**src/rtl/mem_arb_pkg.sv**
```systemverilog
// Shared types for the memory arbiter: owner FSM states and the codes
// recording which requester a pending read belongs to.
package mem_arb_pkg;

  typedef enum logic [1:0] {
    ST_IDLE     = 2'd0,
    ST_CPU      = 2'd1,
    ST_DMA      = 2'd2,
    ST_DMA_LOCK = 2'd3
  } arbState_t;

  typedef enum logic [1:0] {
    OWN_NONE = 2'd0,
    OWN_CPU  = 2'd1,
    OWN_DMA  = 2'd2
  } owner_t;

endpackage

```
**src/rtl/sat_counter.sv**
```systemverilog
// Saturating up-counter with synchronous clear; used by the arbiter for
// both DMA starvation tracking and the locked-hold duration.
module sat_counter #(
  parameter int MAX = 8,
  parameter int W   = $clog2(MAX + 1)
) (
  input  logic         clock,
  input  logic         resetn,
  input  logic         i_clr,
  input  logic         i_inc,
  output logic [W-1:0] o_count
);

  localparam logic [W-1:0] TOP = W'(MAX);

  logic [W-1:0] r_count;

  // Clear wins over increment; the count sticks at MAX once reached.
  always_ff @(posedge clock or negedge resetn) begin
    if (!resetn) begin
      r_count <= '0;
    end else if (i_clr) begin
      r_count <= '0;
    end else if (i_inc && (r_count != TOP)) begin
      r_count <= r_count + W'(1);
    end
  end

  assign o_count = r_count;

endmodule

```
**src/rtl/mem_arbiter.sv**
```systemverilog
// Single-port memory arbiter between a multicycle CPU and a loader/DMA port,
// with CPU priority, DMA anti-starvation and a bounded DMA lock.
module mem_arbiter
  import mem_arb_pkg::*;
#(
  parameter int AW         = 8,
  parameter int DW         = 8,
  parameter int STARVE_MAX = 8,
  parameter int LOCK_MAX   = 16
) (
  input  logic          clock,
  input  logic          resetn,
  input  logic          cpu_rd,
  input  logic          cpu_wr,
  input  logic [AW-1:0] cpu_addr,
  input  logic [DW-1:0] cpu_wdata,
  output logic          cpu_stall,
  output logic [DW-1:0] cpu_rdata,
  output logic          cpu_rvalid,
  input  logic          dma_req,
  input  logic          dma_we,
  input  logic          dma_lock,
  input  logic [AW-1:0] dma_addr,
  input  logic [DW-1:0] dma_wdata,
  output logic          dma_gnt,
  output logic [DW-1:0] dma_rdata,
  output logic          dma_rvalid,
  output logic [AW-1:0] mem_addr,
  output logic [DW-1:0] mem_wdata,
  output logic          mem_we,
  output logic          mem_re,
  input  logic [DW-1:0] mem_rdata
);

  localparam int SW = $clog2(STARVE_MAX + 1);
  localparam int LW = $clog2(LOCK_MAX + 1);
  localparam logic [SW-1:0] STARVE_TOP = SW'(STARVE_MAX);
  localparam logic [LW-1:0] LOCK_LAST  = LW'(LOCK_MAX - 1);

  arbState_t     r_state;
  arbState_t     w_next;
  owner_t        r_rdOwner;
  owner_t        w_rdOwner;
  logic          r_lockBlock;
  logic          w_cpuReq;
  logic          w_lockRun;
  logic          w_lockEnd;
  logic          w_cpuGnt;
  logic          w_dmaGnt;
  logic [SW-1:0] w_starveCnt;
  logic [LW-1:0] w_lockCnt;

  sat_counter #(.MAX(STARVE_MAX), .W(SW)) u_starve (
    .clock   (clock),
    .resetn  (resetn),
    .i_clr   (w_dmaGnt),
    .i_inc   (dma_req & ~w_dmaGnt),
    .o_count (w_starveCnt)
  );

  // Counts cycles actually spent holding the lock; clears as soon as it is left.
  sat_counter #(.MAX(LOCK_MAX), .W(LW)) u_lock (
    .clock   (clock),
    .resetn  (resetn),
    .i_clr   (~w_lockRun),
    .i_inc   (w_lockRun),
    .o_count (w_lockCnt)
  );

  always_ff @(posedge clock or negedge resetn) begin
    if (!resetn) begin
      r_state <= ST_IDLE;
    end else begin
      r_state <= w_next;
    end
  end

  // Grant priority: live lock, then starved DMA, then CPU, then idle-CPU DMA.
  always_comb begin
    w_cpuReq  = cpu_rd | cpu_wr;
    w_lockRun = (r_state == ST_DMA_LOCK) && dma_req && dma_lock;
    w_lockEnd = w_lockRun && (w_lockCnt == LOCK_LAST);
    w_cpuGnt  = 1'b0;
    w_dmaGnt  = 1'b0;
    w_next    = ST_IDLE;
    if (w_lockRun) begin
      w_dmaGnt = 1'b1;
    end else if (dma_req && (w_starveCnt == STARVE_TOP)) begin
      w_dmaGnt = 1'b1;
    end else if (w_cpuReq) begin
      w_cpuGnt = 1'b1;
    end else if (dma_req) begin
      w_dmaGnt = 1'b1;
    end
    if (w_cpuGnt) begin
      w_next = ST_CPU;
    end else if (w_dmaGnt) begin
      if (w_lockRun) begin
        w_next = w_lockEnd ? ST_DMA : ST_DMA_LOCK;
      end else if (dma_lock && !r_lockBlock) begin
        w_next = ST_DMA_LOCK;
      end else begin
        w_next = ST_DMA;
      end
    end
  end

  // A forced exit must not re-enter the lock until the DMA side lets go of it.
  always_ff @(posedge clock or negedge resetn) begin
    if (!resetn) begin
      r_lockBlock <= 1'b0;
    end else if (!dma_lock) begin
      r_lockBlock <= 1'b0;
    end else if (w_lockEnd) begin
      r_lockBlock <= 1'b1;
    end
  end

  // Memory-side mux; everything is held at zero while reset is asserted.
  always_comb begin
    cpu_stall = 1'b0;
    dma_gnt   = 1'b0;
    mem_addr  = '0;
    mem_wdata = '0;
    mem_we    = 1'b0;
    mem_re    = 1'b0;
    w_rdOwner = OWN_NONE;
    if (resetn) begin
      cpu_stall = w_cpuReq & w_dmaGnt;
      dma_gnt   = w_dmaGnt;
      if (w_cpuGnt) begin
        mem_addr  = cpu_addr;
        mem_wdata = cpu_wdata;
        mem_we    = cpu_wr;
        mem_re    = cpu_rd & ~cpu_wr;
        if (cpu_rd && !cpu_wr) begin
          w_rdOwner = OWN_CPU;
        end
      end else if (w_dmaGnt) begin
        mem_addr  = dma_addr;
        mem_wdata = dma_wdata;
        mem_we    = dma_we;
        mem_re    = ~dma_we;
        if (!dma_we) begin
          w_rdOwner = OWN_DMA;
        end
      end
    end
  end

  always_ff @(posedge clock or negedge resetn) begin
    if (!resetn) begin
      r_rdOwner <= OWN_NONE;
    end else begin
      r_rdOwner <= w_rdOwner;
    end
  end

  assign cpu_rvalid = (r_rdOwner == OWN_CPU);
  assign dma_rvalid = (r_rdOwner == OWN_DMA);
  assign cpu_rdata  = cpu_rvalid ? mem_rdata : '0;
  assign dma_rdata  = dma_rvalid ? mem_rdata : '0;

endmodule

```
**config.mk**
```make
export PLATFORM = sky130hd
export DESIGN_NAME = mem_arbiter
export DESIGN_NICKNAME = d
export VERILOG_FILES = /design/src/rtl/mem_arb_pkg.sv /design/src/rtl/sat_counter.sv /design/src/rtl/mem_arbiter.sv
export SDC_FILE = /design/constraint.sdc
export NUM_CORES = 1
export LEC_CHECK = 0
export ABC_CLOCK_PERIOD_IN_PS = 2200
export CAP_MARGIN = 20
export CORE_MARGIN = 1
export CORE_UTILIZATION = 34
export CTS_BUF_LIST = sky130_fd_sc_hd__clkbuf_16
export DETAILED_ROUTE_END_ITERATION = 10
export GPL_ROUTABILITY_DRIVEN = 0
export PLACE_DENSITY_LB_ADDON = 0.1
export SETUP_SLACK_MARGIN = 0.2
export SYNTH_ARGS = -nofsm -noshare
export SYNTH_HDL_FRONTEND = slang
export SYNTH_HIERARCHICAL = 1
export SYNTH_SLANG_ARGS = --single-unit
```
**constraint.sdc**
```tcl
create_clock -name clock -period 2.2 [get_ports clock]
set_input_delay 0.44 -clock clock [delete_from_list [all_inputs] [get_ports clock]]
set_output_delay 0.44 -clock clock [all_outputs]
set_load 0.02 [all_outputs]
```
==> reports/results.ini, run 1 <==
[global_routing]
grt_util_met3 = 0.09389
grt_pass1_vias = 1471
antenna_found_initial = 0
groute.layer.met1.usage = 0.2954
grt.busiest_layer = met2
met2_capacity_usage_during_global_routing = 0.5634
groute.usage.overall = 0.2936
global_route_wire_length_before_repair_um = 7555
grt_max_degree = 14
grt.overflow.total = 0

[power]
p_leak_nw = 1.224
worst_ir_drop_vdd_v = 0.0007715
powerDensity_nw_per_um2 = 503.0
post-layout-total-power_w = 0.001277

[setup_path]
crit_path_max_fanout = 5
critical_path.startpoint_type = register
worstSetupPathType = register to primary output
endpoint_kind = primary output
worstPathArrival_ns = 1.79
critPathRequiredTime_ns = 1.76

[synthesis]
flip_flop_and_latch_count_after_synthesis = 14
synthesis.instances = 121
synth.top_cells.by_area = sky130_fd_sc_hd__dfrtp_1, sky130_fd_sc_hd__a22o_1, sky130_fd_sc_hd__and2_1, sky130_fd_sc_hd__ha_1, sky130_fd_sc_hd__nor2_1
yosysSeqAreaShare = 0.3104
number_of_different_library_cells_in_the_post_synthesis_netlist = 34
synth_area_leader = sky130_fd_sc_hd__dfrtp_1
count_leader_synth = sky130_fd_sc_hd__a22o_1
average_instance_area_after_synthesis_um2 = 9.327
synth.top_cells.by_count = sky130_fd_sc_hd__a22o_1, sky130_fd_sc_hd__and2_1, sky130_fd_sc_hd__dfrtp_1
synthesis.nets = 172
asyncSetResetFlopFracSynth = 1.000
synth-warning-count = 6
yosys_most_used_dff = sky130_fd_sc_hd__dfrtp_1
netlist_area_um2 = 1129
synth_edf_count = 0
yosysTopAreaCellShare = 0.3104

[sta]
fin_setup_tns_ns = -0.08093
setup_slack_ns = -0.02800
final.setup_skew_ns = 0.0008379
slew_viol_final = 0
final-setup-viol-count = 6
rsz_0062_raised_after_global_routing = true
layout_worst_path_cycle_share = 1.013
max_freq_mhz = 448.8
tightestPinTransition_ns = 0.2539
timing.slew.headroom = 0.8307
finalHoldViolCount = 0
period_minus_slack_ns = 2.228

[cells_and_area]
diodes = 0
postLayoutCoreUtil = 0.8181
flow.area_growth_from_synthesis_pct = 124.9
post_route_cells_drive_above_1_share = 0.3562
nNetsFinal = 286

[floorplanning]
die_h_um = 59.62
die-width_um = 59.62
floorplan.initialDensity = 0.3637
i_o_pin_total = 85
die_area_um2 = 3554
rows = 20
placeableCoreArea_um2 = 3103

[cts]
tritoncts = built
cts_made_buffers = 3
clock_tree.htree_level_count = 1
clock-root-buffer = sky130_fd_sc_hd__clkbuf_16
cts_hold_buf = 0
clock_path_buffers = 2
path_clk_slew_ns = 0.04
cts_num_sinks = 14
clock_insertion_delay_worst_skew_ns = 0.24

[routing]
postRouteWirelength_um = 5154
post_drt_wl_per_cell_um = 18.61
drt_drc_violations_left = 0
routed-via-count = 1436
detail_route.vias_per_cell = 5.184
drtAntennaViolNets = 0
first_pass_iters = 4
first_iter_violations = 52

[run_status]
failed_checks = negative setup slack
outcome = complete, but fails checks

[placement]
place_ws_ns = -0.8027
numPortBuffers = 84
post_dp_hpwl_um = 3332

[min_path]
min-delay-path-class = input port to async pin

[flow_run]
max-cap-violations = 0

==> cells by family (layout without fill, tap and decap cells) <==
group	count (synthesis)	count (layout)	share of synthesized area
compound gates	28	28	0.2106
xor+xnor	3	3	0.02329
fa+ha+maj	4	4	0.04435
buf+inv	12	123	0.05986
flops	14	14	0.3104
mux	4	4	0.04435
simple gates	56	57	0.3071
==> flip-flops by register name (all words and copies together) (netlist names) <==
register	flops
r_rdOwner	2
r_state	2
u_lock/o_count	5
r_lockBlock	1
u_starve/o_count	4
==> final timing paths <==
path | startpoint | endpoint | slack [ns] | cells past startpoint
min reg2reg | r_lockBlock | r_lockBlock | 0.52 | 1
min in group clock | r_lockBlock | r_lockBlock | 0.52 | 1
min | resetn | r_state[0] | 0.35 | 3
max reg2reg | r_state[0] | u_starve/o_count[2] | 0.42 | 7
max | u_starve/o_count[2] | mem_addr[7] | -0.03 | 7
max in group asynchronous | resetn | r_rdOwner[1] | 1.65 | 3
==> worst max-delay path, cell delays in order (launching register included) <==
cell and delay (ns):
sky130_fd_sc_hd__dfrtp_1 0.37, sky130_fd_sc_hd__nand4bb_4 0.25, sky130_fd_sc_hd__o221ai_4 0.20, sky130_fd_sc_hd__and2_4 0.20, sky130_fd_sc_hd__buf_12 0.13, sky130_fd_sc_hd__buf_16 0.12, sky130_fd_sc_hd__a22o_1 0.16, sky130_fd_sc_hd__buf_6 0.13
==> layout by cell type, fill, tap and decap left out, types with 2 or more instances in the layout <==
cell,n
sky130_fd_sc_hd__clkbuf_16,3
sky130_fd_sc_hd__a22o_4,10
sky130_fd_sc_hd__or3b_1,2
sky130_fd_sc_hd__nand2_1,5
sky130_fd_sc_hd__buf_2,2
sky130_fd_sc_hd__inv_2,2
sky130_fd_sc_hd__nand2b_1,4
sky130_fd_sc_hd__nor2b_4,2
sky130_fd_sc_hd__mux2_4,2
sky130_fd_sc_hd__buf_6,21
sky130_fd_sc_hd__a22o_1,8
sky130_fd_sc_hd__nand3b_1,2
sky130_fd_sc_hd__buf_16,3
sky130_fd_sc_hd__and3_4,3
sky130_fd_sc_hd__buf_4,23
sky130_fd_sc_hd__inv_1,4
sky130_fd_sc_hd__mux2i_1,2
sky130_fd_sc_hd__nand4_1,4
sky130_fd_sc_hd__buf_12,2
sky130_fd_sc_hd__and2_1,16
sky130_fd_sc_hd__dfrtp_1,14
sky130_fd_sc_hd__dlygate4sd2_1,17
sky130_fd_sc_hd__o21a_1,3
sky130_fd_sc_hd__clkdlybuf4s50_1,42
sky130_fd_sc_hd__nor2_1,9
sky130_fd_sc_hd__ha_1,4
sky130_fd_sc_hd__xor2_1,3
sky130_fd_sc_hd__a21oi_1,2
==> power by group <==
group | total (W) | switching, W | internal [W]
sequential | 0.000332 | 0.0000390 | 0.000293
clock | 0.000331 | 0.0000941 | 0.000237
combinational | 0.000614 | 0.000256 | 0.000359
total | 0.00128 | 0.000389 | 0.000888
==> metrics by stage <==
| stage | hold slack (ns) | instance area (um2) | instances |
|---|---|---|---|
| final | 0.3514 | 2539 | 277 |
| after global routing | 0.3619 | 2539 | 277 |
| after floorplan | 0.1444 | 1259 | 121 |
| after detailed placement | 0.5055 | 2245 | 262 |
| after global placement | 0.4854 | 2245 | 262 |
| after CTS | 0.3372 | 2495 | 276 |
==> layer usage <==
metal  wire length [um]  up-vias  share of wire
li1                   -      665              -
met1               1835      703           0.36
met2               2769       56           0.54
met3                437       12          0.085
met4                111        0          0.022
met5                  0        -              0
==> layout make-up <==
cell class                 instances  area [um2]
timing repair buffer             114        1160
fill                             200       564.3
inverter                           6       22.52
tap                               44       55.05
sequential                        14       350.3
clock buffer                       3       75.07
multi-input combinational         96       875.8
==> repair_timing <==
item	CTS	global route
endpoints found under the setup margin	41	21
gates resized for setup	160	10
pin swaps	10	3
buffers inserted	7	1
gates cloned	4	0
Power figures use the tool's default switching activity.
==> run 2: changes to the inputs <==
Settings changed: CORE_UTILIZATION 34 to 30.
==> run 2 against run 1 <==
Against the previous run: the flow still finishes with violations (negative setup slack); die area up 13%; sequential cell count unchanged; fmax down 1.2%; clock skew up 0.00052 ns; critical path depth up 1; critical endpoint is now mem_wdata[2].
==> reports/results.ini, run 2 (synthesis results as in run 1) <==
[floorplanning]
placeableCoreArea_um2 = 3468
die_area_um2 = 4011
i_o_pin_total = 85
die_h_um = 63.34
rows = 21
floorplan.initialDensity = 0.3254
die-width_um = 63.34

[setup_path]
crit_chain = nand4bb_4 -> o221ai_4 -> and2_4 -> buf_6 -> buf_12 -> buf_16 -> a22o_1 -> buf_6
critPathSlowestCell = sky130_fd_sc_hd__dfrtp_1
endpoint_kind = primary output
crit_path_max_fanout = 5
cpMostUsedCell = sky130_fd_sc_hd__buf_6
critical_path.startpoint_type = register
critPathRequiredTime_ns = 1.76
worstPathArrival_ns = 1.82
critPathMaxStageDelay_ns = 0.37
worstSetupPathType = register to primary output

[sta]
max_freq_mhz = 443.3
slew_viol_final = 0
final.setup_skew_ns = 0.001361
tightestPinTransition_ns = 0.3737
timing.slew.headroom = 0.7474
final-setup-viol-count = 16
layout_worst_path_cycle_share = 1.025
setup_slack_ns = -0.05563
rsz_0062_raised_after_global_routing = true
finalHoldViolCount = 0
period_minus_slack_ns = 2.256

[cells_and_area]
postLayoutCoreUtil = 0.7403
diodes = 0
num-fill-cells = 261
commonest_cells_after_routing_fill_and_taps_aside = sky130_fd_sc_hd__clkdlybuf4s50_1, sky130_fd_sc_hd__buf_4, sky130_fd_sc_hd__buf_6
nNetsFinal = 290
post_route_cells_drive_above_1_share = 0.3376
max_reg_flops = 5
flow.area_growth_from_synthesis_pct = 127.5
mostFrequentLayoutCell = sky130_fd_sc_hd__clkdlybuf4s50_1

[flow_run]
max-cap-violations = 0

[routing]
detail_route.vias_per_cell = 4.795
first_pass_iters = 4
drtAntennaViolNets = 0
routed-via-count = 1357
first_iter_violations = 44
post_drt_wl_per_cell_um = 15.92
postRouteWirelength_um = 4505
drt_drc_violations_left = 0

[placement]
numPortBuffers = 84
post_dp_hpwl_um = 3011
place_ws_ns = -0.7770

[global_routing]
grt_pass1_vias = 1418
grt.overflow.total = 0
antenna_found_initial = 0
global_route_wire_length_before_repair_um = 7238
groute.usage.overall = 0.2315
grt_max_degree = 15

[cts]
cts_num_sinks = 14
cts_made_buffers = 3
tritoncts = built
clock-root-buffer = sky130_fd_sc_hd__clkbuf_16
path_clk_slew_ns = 0.04
clock_tree.htree_level_count = 1
clock_insertion_delay_worst_skew_ns = 0.24
clock_path_buffers = 2
cts_hold_buf = 0

[min_path]
min-delay-path-class = input port to async pin

[power]
p_leak_nw = 1.240
worst_ir_drop_vdd_v = 0.0005321
powerDensity_nw_per_um2 = 492.9

[run_status]
outcome = complete, but fails checks
failed_checks = negative setup slack

[run 2: layer usage]
| metal | routed length, um | track usage | vias to the layer above |
|---|---|---|---|
| met5 | 0 | 0 | - |
| met1 | 1908 | 0.2719 | 625 |
| met4 | 23 | 0.04830 | 0 |
| li1 | - | - | 678 |
| met3 | 334 | 0.05797 | 2 |
| met2 | 2239 | 0.4189 | 52 |
[run 2: final timing paths]
check | slack [ns] | depth (start not counted) | endpoint | from
worst min-delay path | 0.42 | 2 | u_starve/o_count[1] | resetn
worst max-delay path | -0.06 | 8 | mem_wdata[2] | u_starve/o_count[2]
max in group asynchronous | 1.56 | 2 | u_starve/o_count[3] | resetn
worst max register to register | 0.39 | 7 | u_starve/o_count[2] | u_starve/o_count[3]
worst min register to register | 0.51 | 1 | r_lockBlock | r_lockBlock
min in group clock | 0.51 | 1 | r_lockBlock | r_lockBlock
[run 2: cell type report]
type / count / area (um2) / area share
timing repair buffer: 118 / 1209 / 0.4708
clock buffer: 3 / 75.07 / 0.02924
multi-input combinational: 96 / 853.3 / 0.3324
inverter: 6 / 22.52 / 0.008772
tap: 46 / 57.56 / 0.02242
sequential: 14 / 350.3 / 0.1365
[run 2: repair_timing]
action,CTS,global route
setup endpoints to repair,41,21
pin swaps,9,3
gates resized for setup,155,6
setup buffers,8,0
gates cloned,4,0
endpoints found under the hold margin,0,0
[run 2: report_power, final]
part | switching, W | internal, W
combinational | 0.000250 | 0.000360
clock | 0.0000915 | 0.000237
sequential | 0.0000345 | 0.000293
[run 2: worst max-delay path, delay by kind of cell, from the launching register on]
kind | cells | cell delay (ns)
compound gates | 2 | 0.34
buf+inv | 4 | 0.44
flops | 1 | 0.37
simple gates | 2 | 0.44
[run 2: through the flow]
step	hold WS (ns)	cell area [um2]	std cells	total power, W	setup TNS, ns
6_report	0.4180	2567	283	0.001266	-0.3998
2_1_floorplan	0.1444	1259	121	0.0005970	0
5_1_grt	0.4115	2567	283	0.001332	-1.656
3_3_place_gp	0.4866	2277	268	0.0008433	-14.60
4_1_cts	0.4093	2539	283	0.001254	-0.1778
3_5_place_dp	0.4906	2277	268	0.0008550	-15.34
